**config.mk**
```make
export PLATFORM = sky130hd
export DESIGN_NAME = motor_pwm_rampa
export DESIGN_NICKNAME = d
export VERILOG_FILES = /design/src/rtl/motor_pkg.sv /design/src/rtl/motor_pwm_rampa_pwm_gen.sv /design/src/rtl/motor_pwm_rampa.sv
export SDC_FILE = /design/constraint.sdc
export NUM_CORES = 1
export LEC_CHECK = 0
export CORE_AREA = 2 2 80 82
export DETAILED_ROUTE_END_ITERATION = 8
export DIE_AREA = 0 0 82 84
export PLACE_DENSITY = 0.62
export SKIP_LAST_GASP = 1
export SLEW_MARGIN = 15
export SYNTH_ARGS = -nofsm -noshare
export SYNTH_HDL_FRONTEND = slang
export SYNTH_HIERARCHICAL = 1
export SYNTH_SLANG_ARGS = --single-unit
export TNS_END_PERCENT = 20
```
**constraint.sdc**
```tcl
create_clock -name clk -period 5.8 [get_ports clk]
set_input_delay 1.16 -clock clk [delete_from_list [all_inputs] [get_ports clk]]
set_output_delay 1.16 -clock clk [all_outputs]
set_load 0.01 [all_outputs]
```
**src/rtl/motor_pkg.sv**
```systemverilog
// Shared types and constants for the ramp-start speed-level interface.
// Imported by the speed-select FSM and by the PWM ramp consumer.
package motor_pkg;

  localparam int DUTY_W    = 7;
  localparam int PWM_STEPS = 100;

  localparam logic [DUTY_W-1:0] DUTY_0   = 7'd0;
  localparam logic [DUTY_W-1:0] DUTY_30  = 7'd30;
  localparam logic [DUTY_W-1:0] DUTY_50  = 7'd50;
  localparam logic [DUTY_W-1:0] DUTY_100 = 7'd100;

  typedef enum logic [1:0] {
    IDLE,
    RAMP_UP,
    RAMP_DOWN,
    HOLD
  } state_e;

  // Ramp state implied by a duty/target pair.
  function automatic state_e classify(input logic [DUTY_W-1:0] duty,
                                      input logic [DUTY_W-1:0] target);
    if (duty < target)
      return RAMP_UP;
    else if (duty > target)
      return RAMP_DOWN;
    else if (target == DUTY_0)
      return IDLE;
    else
      return HOLD;
  endfunction

endpackage

```
**src/rtl/motor_pwm_rampa_pwm_gen.sv**
```systemverilog
// PWM generator: prescaler, 0..99 phase counter and a duty copy that is
// refreshed only at the phase wrap so every PWM period is whole.
module pwm_gen
  import motor_pkg::*;
#(
  parameter int PRESCALE = 1
) (
  input  logic              clk,
  input  logic              reset,
  input  logic [DUTY_W-1:0] duty,
  output logic              pwm_out
);

  localparam int PW = (PRESCALE > 1) ? $clog2(PRESCALE) : 1;

  logic [PW-1:0]     presc_reg;
  logic [DUTY_W-1:0] phase_reg;
  logic [DUTY_W-1:0] duty_latched_reg;
  logic              tick;
  logic              wrap;

  assign tick = (presc_reg == PW'(PRESCALE - 1));
  assign wrap = tick && (phase_reg == DUTY_W'(PWM_STEPS - 1));

  always_ff @(posedge clk or posedge reset) begin
    if (reset) begin
      presc_reg        <= '0;
      phase_reg        <= '0;
      duty_latched_reg <= '0;
    end else begin
      presc_reg <= tick ? '0 : presc_reg + 1'b1;
      if (tick)
        phase_reg <= wrap ? '0 : phase_reg + 1'b1;
      if (wrap)
        duty_latched_reg <= duty;
    end
  end

  // Phase never exceeds 99, so duty 100 is constant high and duty 0 constant low.
  assign pwm_out = (phase_reg < duty_latched_reg);

endmodule

```
**src/rtl/motor_pwm_rampa.sv**
```systemverilog
// Speed-command consumer: decodes one-hot speed commands into a duty target
// and slew-limits the duty in both directions before driving the PWM stage.
module motor_pwm_rampa
  import motor_pkg::*;
#(
  parameter int PRESCALE    = 1,
  parameter int STEP_CYCLES = 4
) (
  input  logic              clk,
  input  logic              reset,
  input  logic              in_30,
  input  logic              in_50,
  input  logic              in_100,
  output logic              pwm_out,
  output logic [DUTY_W-1:0] duty,
  output logic              at_target,
  output logic              cmd_error
);

  localparam int TW = (STEP_CYCLES > 1) ? $clog2(STEP_CYCLES) : 1;
  localparam logic [TW-1:0] TIMER_LAST = TW'(STEP_CYCLES - 1);

  logic [2:0]        cmd_reg;
  logic [DUTY_W-1:0] target_reg, target_next;
  logic [DUTY_W-1:0] duty_reg, duty_next;
  logic [TW-1:0]     timer_reg, timer_next;
  state_e            state_reg, state_next;
  logic              multi_cmd;

  // Commands are registered first; the target follows from the registered copy.
  assign multi_cmd = ((cmd_reg & (cmd_reg - 3'd1)) != 3'd0);

  always_comb begin
    target_next = target_reg;
    case (cmd_reg)
      3'b000:  target_next = DUTY_0;
      3'b001:  target_next = DUTY_30;
      3'b010:  target_next = DUTY_50;
      3'b100:  target_next = DUTY_100;
      default: target_next = target_reg;
    endcase
  end

  // Step direction follows the incoming target, so a terminal count that
  // coincides with a target change steps toward the new target (or not at all).
  always_comb begin
    duty_next  = duty_reg;
    timer_next = '0;
    if (state_reg == RAMP_UP || state_reg == RAMP_DOWN) begin
      if (timer_reg == TIMER_LAST) begin
        timer_next = '0;
        if (duty_reg < target_next)
          duty_next = duty_reg + 1'b1;
        else if (duty_reg > target_next)
          duty_next = duty_reg - 1'b1;
      end else begin
        timer_next = timer_reg + 1'b1;
      end
    end
    state_next = classify(duty_next, target_next);
  end

  always_ff @(posedge clk or posedge reset) begin
    if (reset) begin
      cmd_reg    <= '0;
      target_reg <= '0;
      duty_reg   <= '0;
      timer_reg  <= '0;
      state_reg  <= IDLE;
    end else begin
      cmd_reg    <= {in_100, in_50, in_30};
      target_reg <= target_next;
      duty_reg   <= duty_next;
      timer_reg  <= timer_next;
      state_reg  <= state_next;
    end
  end

  assign duty      = duty_reg;
  assign at_target = (duty_reg == target_reg);
  assign cmd_error = multi_cmd;

  pwm_gen #(
    .PRESCALE(PRESCALE)
  ) u_pwm_gen (
    .clk    (clk),
    .reset  (reset),
    .duty   (duty_reg),
    .pwm_out(pwm_out)
  );

endmodule

```
# After elaboration in Yosys (flattened, before gate mapping)

Index checks and enable logic that the tools add are counted.

Output and inout bits: 10
Input port bits: 5
Logic and storage cells: 46
Register bits after elaboration: 36

Bitwise gates (word level): 2
Add/subtract/negate cells: 6
Equality and inequality tests: 8
Multiplexer cells: 12
Magnitude comparators: 5
Reductions and logical operators: 5

Operators with widths:

| kind                | number |
|---|---|
| $mux 7              | 5 |
| $pmux 7 s4          | 1 |
| $lt 7x7->1          | 3 |
| $add 7x1->7 const B | 2 |
| $gt 7x7->1          | 2 |
| $mux 2              | 5 |
| $eq 7x7->1          | 1 |
| $eq 7x7->1 const B  | 1 |
| $logic_not 7->1     | 1 |
| $sub 7x1->7 const B | 1 |
| $eq 2x2->1 const B  | 2 |
| $and 3x3->3         | 1 |
| $eq 3x1->1 const B  | 1 |
| $eq 3x2->1 const B  | 1 |
| $eq 3x3->1 const B  | 1 |
| $logic_not 3->1     | 1 |
| $reduce_bool 3->1   | 1 |
| $sub 3x1->3 const B | 1 |
| $add 2x1->2 const B | 1 |
| $eq 2x1->1 const B  | 1 |
| $add 1x1->1 const B | 1 |
| $logic_and 1x1->1   | 1 |
| $logic_or 1x1->1    | 1 |
| $mux 1              | 1 |
| $not 1->1           | 1 |

# Depth between registers and ports, before layout

Depth in word-level cells: 10
Gate-level depth with buffers: 20
Depth with buffers taken out: 19

# Cells and area by module

The synthesis kept the hierarchy.

By module, submodules not included:

| module          | cells each | area each (um2) | times used | sequential area each (um2) |
|---|---|---|---|---|
| motor_pwm_rampa | 177        | 1,595.3         | 1          | 525.5 |
| pwm_gen         | 63         | 732.0           | 1          | 350.3 |

# Least setup slack after synthesis

No wires, ideal clock.

Kind: reg2reg
From: reg cmd_reg[0]
To: reg state_reg[0]
Data arrival time: 3.802 ns
Data required time: 5.675 ns
Buffers on the path: 1
Library setup time: 0.125 ns
Path slack: 1.873 ns
Stages on the path, launching flop included: 19
Period minus slack after synthesis: 3.927 ns
Path through: dfrtp_1 clkbuf_1 nor2_1 o21a_1 a31oi_1 ha_1 and2_1 o2111ai_1 o21ai_0 a2111oi_0 a22o_1 xor2_1 ha_1 nand2_1 a21oi_1 o21ai_0 a211oi_1 o22ai_1 mux2_4

Word-level cells in the longest chain between the ends: 10
Elaborated cells on any way between the ends: 17
Classes of those cells: order compare (4); eq/ne (3); mux (8); reduce/logical (2)

Ends and longest elaborated chain:

| element                                  | RTL line              | text |
|---|---|---|
| from (decl)                              | motor_pwm_rampa.sv:23 | `logic [2:0] cmd_reg;` |
| from (signal assigned)                   | motor_pwm_rampa.sv:71 | `cmd_reg <= {in_100, in_50, in_30};` |
| $eq 3x3->1, or another cell as far along | motor_pwm_rampa.sv:35 | `case (cmd_reg)` |
| $pmux 7 s4 (*)                           | motor_pwm_rampa.sv:35 |  |
| $gt 7x7->1                               | motor_pwm_rampa.sv:54 | `else if (duty_reg > target_next)` |
| $mux 7                                   | motor_pwm_rampa.sv:54 |  |
| $mux 7 (*)                               | motor_pwm_rampa.sv:52 | `if (duty_reg < target_next)` |
| $mux 7 (*)                               | motor_pwm_rampa.sv:50 | `if (timer_reg == TIMER_LAST) begin` |
| $mux 7 (*)                               | motor_pwm_rampa.sv:49 | `if (state_reg == RAMP_UP \|\| state_reg == RAMP_DOWN) begin` |
| via duty_next[6]                         | motor_pwm_rampa.sv:25 | `logic [DUTY_W-1:0] duty_reg, duty_next;` |
| $gt 7x7->1                               | motor_pkg.sv:25       | `else if (duty > target)` |
| $mux 2                                   | motor_pkg.sv:25       |  |
| $mux 2 (*)                               | motor_pkg.sv:23       | `if (duty < target)` |
| via state_next[0]                        | motor_pwm_rampa.sv:27 | `state_e state_reg, state_next;` |
| to (signal assigned)                     | motor_pwm_rampa.sv:75 | `state_reg <= state_next;` |
| to (decl)                                | motor_pwm_rampa.sv:27 |  |

The timed path passes the listed nets; every way through them passes the cells marked *.
A chain may end at the register's enable or synchronous reset.

# Worst setup path after layout

Same ends and word-level chain as after synthesis.

==> load_flow_metrics.sql <==
INSERT INTO impl_metrics (metric_group, metric, value, unit) VALUES
('cells_and_area', 'final_cells', '332', ''),
('sta', 'setup-violations-final', '0', ''),
('cts', 'cts-buffers-inserted', '5', ''),
('drt', 'route.detailed.wl_per_inst', '15.62', 'um'),
('grt', 'grt-ovfl-total', '0', ''),
('cells_and_area', 'finalCoreUtilization', '43.39', '%'),
('setup_path', 'worstReg2RegStart', 'cmd_reg[0]$_DFF_PP0_', ''),
('setup_path', 'rr_worst_depth', '17', ''),
('drt', 'drt_iter0_markers', '144', ''),
('synth', 'synth_compound_area_share', '17.37', '%'),
('synth', 'synth_sequential_area_ratio', '37.63', '%'),
('pwr', 'static-leakage-power', '1.181', 'nW'),
('pwr', 'cell_internal_pwr', '0.6015', 'mW'),
('cts', 'cts_num_sinks', '35', ''),
('worst_hold_path', 'holdCritStartpoint', 'timer_reg[0]$_DFF_PP0_', ''),
('worst_hold_path', 'hp-class', 'reg2reg', ''),
('setup_path', 'crit_path_arrival_time', '4.75', 'ns'),
('die', 'fp.dieW', '82', 'um'),
('grt', 'grt_start_max_net_pins', '22', ''),
('cts', 'clk_latency', '0.29', 'ns'),
('cells_and_area', 'commonest_cells_after_routing_fill_and_taps_aside', 'sky130_fd_sc_hd__dfrtp_1 (35), sky130_fd_sc_hd__inv_1 (23), sky130_fd_sc_hd__ha_1 (20), sky130_fd_sc_hd__clkdlybuf4s50_1 (14), sky130_fd_sc_hd__nor2_1 (12)', ''),
('synth', 'synthesis.area_per_instance', '9.697', 'sq um'),
('sta', 'grt_setup_unrepaired', 'false', ''),
('cts', 'ctsLongestPathBuffers', '2', ''),
('worst_hold_path', 'worst_hold_path.endpoint', 'timer_reg[0]$_DFF_PP0_', ''),
('sta', 'fin_skew', '0.004701', 'ns'),
('sta', 'timing.slew.headroom', '43.41', '%'),
('drt', 'post-route-drc-count', '0', ''),
('grt', 'grt_first_pass_wirelength', '8.928', 'mm'),
('placement', 'port-buffer-count', '14', ''),
('cts', 'tritoncts', 'done', ''),
('pwr', 'ir_drop', '143.6', 'uV'),
('cts', 'post_cts.resized_instances', '0', ''),
('synth', 'main_combinational_cell_family_by_area_after_synthesis', 'simple AND/OR/NAND/NOR gates', ''),
('sta', 'fin_setup_tns', '0', 'ns'),
('die', 'core', '0.006096', 'sq mm'),
('die', 'initial_cell_density_of_the_core', '38.18', '%'),
('synth', 'number_of_enable_type_register_cells_in_the_synthesized_netlist', '0', ''),
('cts', 'path_clk_slew', '0.07', 'ns'),
('sta', 'layout_setup_ws', '1.232', 'ns'),
('sta', 'count_of_final_max_slew_check_failures', '0', ''),
('synth', 'synthesis.yosys.warnings', '6', ''),
('sta', 'maximum_clock_rate', '0.2189', 'GHz'),
('synth', 'synth_cells', '240', ''),
('synth', 'netlist_area', '0.002327', 'sq mm'),
('drt', 'detail-route-antenna-nets', '0', ''),
('setup_path', 'critical_path_required_time', '5.98', 'ns'),
('drt', 'vias_per_cell', '5.584', ''),
('setup_path', 'worstSetupEndpointType', 'register', ''),
('pwr', 'p_sw_share', '38.82', '%'),
('cells_and_area', 'num-fill-cells', '596', ''),
('grt', 'grt_use_total', '17.05', '%'),
('placement', 'detailedPlace.worstSlack', '1.329', 'ns'),
('setup_path', 'critical_path_class', 'reg2reg', ''),
('die', 'floorplan.die_area', '0.006888', 'sq mm'),
('die', 'die_h', '84', 'um'),
('job', 'timing.max_cap.violations', '0', ''),
('die', 'io-pin-count', '15', ''),
('grt', 'number_of_global_route_vias_before_repair', '1809', ''),
('pwr', 'share_comb_of_total_power', '39.9', '%'),
('pwr', 'power.sequential.fraction', '36.7', '%'),
('synth', 'ys_async_rst_share', '100.0', '%'),
('synth', 'yosys_most_used_dff', 'sky130_fd_sc_hd__dfrtp_1', ''),
('cts', 'cts.htree.levels', '2', ''),
('drt', 'num_vias', '1854', ''),
('placement', 'place_inst', '324', ''),
('run_status', 'status', 'completed', ''),
('synth', 'xor_xnor_share_of_the_synthesized_area', '6.398', '%'),
('pwr', 'switching_power', '0.3816', 'mW'),
('synth', 'synth_top_cell_by_area', 'sky130_fd_sc_hd__dfrtp_1', ''),
('placement', 'dp.final_hpwl', '3.906', 'mm');
area by class of cell:
| type | instances | area [sq um] | area share [%] |
|---|---|---|---|
| inverters | 23 | 86.33 | 3.264 |
| well taps | 77 | 96.34 | 3.642 |
| clock inverters | 2 | 35.03 | 1.325 |
| flip-flops and latches | 35 | 875.8 | 33.11 |
| repair buffers | 14 | 140.1 | 5.298 |
| multi-input cells | 175 | 1329 | 50.24 |
| clock buffers | 6 | 82.58 | 3.122 |
layer usage:
metal	track usage, %	wire (um)
met1	22.05	2324
met5	0	0
met2	27.12	2450
met3	4.004	268
met4	6.667	144
through the flow:
step / hold WS, ns / cell area (sq um)
final: 0.4609 / 2645
after global routing: 0.4729 / 2645
after CTS: 0.4549 / 2645
after detailed placement: 0.4336 / 2527
after global placement: 0.4302 / 2527
after floorplan: 0.4139 / 2327
power by group through the flow:
stage	Clock, mW	Sequential, mW	Combinational (mW)
2_1_floorplan	0	0.327	0.295
3_3_place_gp	0	0.364	0.385
3_5_place_dp	0	0.366	0.390
4_1_cts	0.237	0.361	0.393
5_1_grt	0.250	0.369	0.440
6_report	0.230	0.361	0.392
synthesized netlist by cell type (2+ instances only):
| cell | instances |
|---|---|
| sky130_fd_sc_hd__a211oi_1 | 4 |
| sky130_fd_sc_hd__a21o_1 | 4 |
| sky130_fd_sc_hd__a21oi_1 | 8 |
| sky130_fd_sc_hd__a31oi_1 | 7 |
| sky130_fd_sc_hd__and2_1 | 6 |
| sky130_fd_sc_hd__and3_1 | 2 |
| sky130_fd_sc_hd__and3b_1 | 2 |
| sky130_fd_sc_hd__and4_1 | 2 |
| sky130_fd_sc_hd__buf_2 | 2 |
| sky130_fd_sc_hd__clkbuf_1 | 4 |
| sky130_fd_sc_hd__dfrtp_1 | 35 |
| sky130_fd_sc_hd__ha_1 | 20 |
| sky130_fd_sc_hd__inv_1 | 23 |
| sky130_fd_sc_hd__mux2_2 | 7 |
| sky130_fd_sc_hd__nand2_1 | 10 |
| sky130_fd_sc_hd__nand3_1 | 7 |
| sky130_fd_sc_hd__nand4_1 | 5 |
| sky130_fd_sc_hd__nor2_1 | 12 |
| sky130_fd_sc_hd__nor2b_1 | 3 |
| sky130_fd_sc_hd__nor3_1 | 9 |
| sky130_fd_sc_hd__o211ai_1 | 2 |
| sky130_fd_sc_hd__o21a_1 | 3 |
| sky130_fd_sc_hd__o21ai_0 | 10 |
| sky130_fd_sc_hd__o22ai_1 | 3 |
| sky130_fd_sc_hd__o31ai_1 | 2 |
| sky130_fd_sc_hd__or2_2 | 3 |
| sky130_fd_sc_hd__or3_4 | 2 |
| sky130_fd_sc_hd__xnor2_1 | 11 |
| sky130_fd_sc_hd__xor2_1 | 6 |
critical path, stage by stage, from the launching register on:
cell and delay (ns):
sky130_fd_sc_hd__dfrtp_1 0.56, sky130_fd_sc_hd__a21oi_1 0.14, sky130_fd_sc_hd__o22ai_1 0.40, sky130_fd_sc_hd__ha_1 0.34, sky130_fd_sc_hd__nand2_1 0.07, sky130_fd_sc_hd__a211oi_1 0.06
sky130_fd_sc_hd__o31a_1 0.28, sky130_fd_sc_hd__o21ai_1 0.54, sky130_fd_sc_hd__a2111oi_0 0.27, sky130_fd_sc_hd__a22o_1 0.29, sky130_fd_sc_hd__xor2_1 0.17, sky130_fd_sc_hd__ha_1 0.32
sky130_fd_sc_hd__nand2_1 0.08, sky130_fd_sc_hd__a21oi_1 0.11, sky130_fd_sc_hd__o21ai_0 0.11, sky130_fd_sc_hd__a211oi_1 0.33, sky130_fd_sc_hd__o22ai_1 0.12, sky130_fd_sc_hd__mux2_4 0.26
worst max path at each step:
stage	endpoint	cells past startpoint	from
6_report	state_reg[0]$_DFF_PP0_	17	cmd_reg[0]$_DFF_PP0_
2_1_floorplan	state_reg[0]$_DFF_PP0_	18	cmd_reg[0]$_DFF_PP0_
3_3_place_gp	state_reg[0]$_DFF_PP0_	17	cmd_reg[0]$_DFF_PP0_
4_1_cts	state_reg[0]$_DFF_PP0_	17	cmd_reg[0]$_DFF_PP0_
3_5_place_dp	state_reg[0]$_DFF_PP0_	17	cmd_reg[0]$_DFF_PP0_
5_1_grt	state_reg[0]$_DFF_PP0_	17	cmd_reg[0]$_DFF_PP0_
logic make-up (layout without fill, tap and decap cells):
kind of cell	Yosys count	count (layout)
buf+inv	30	45
compound gates	57	57
flops	35	35
mux	9	9
fa+ha+maj	21	21
xor+xnor	17	17
simple gates	71	71
No activity file was read; power rests on OpenSTA's default activity.
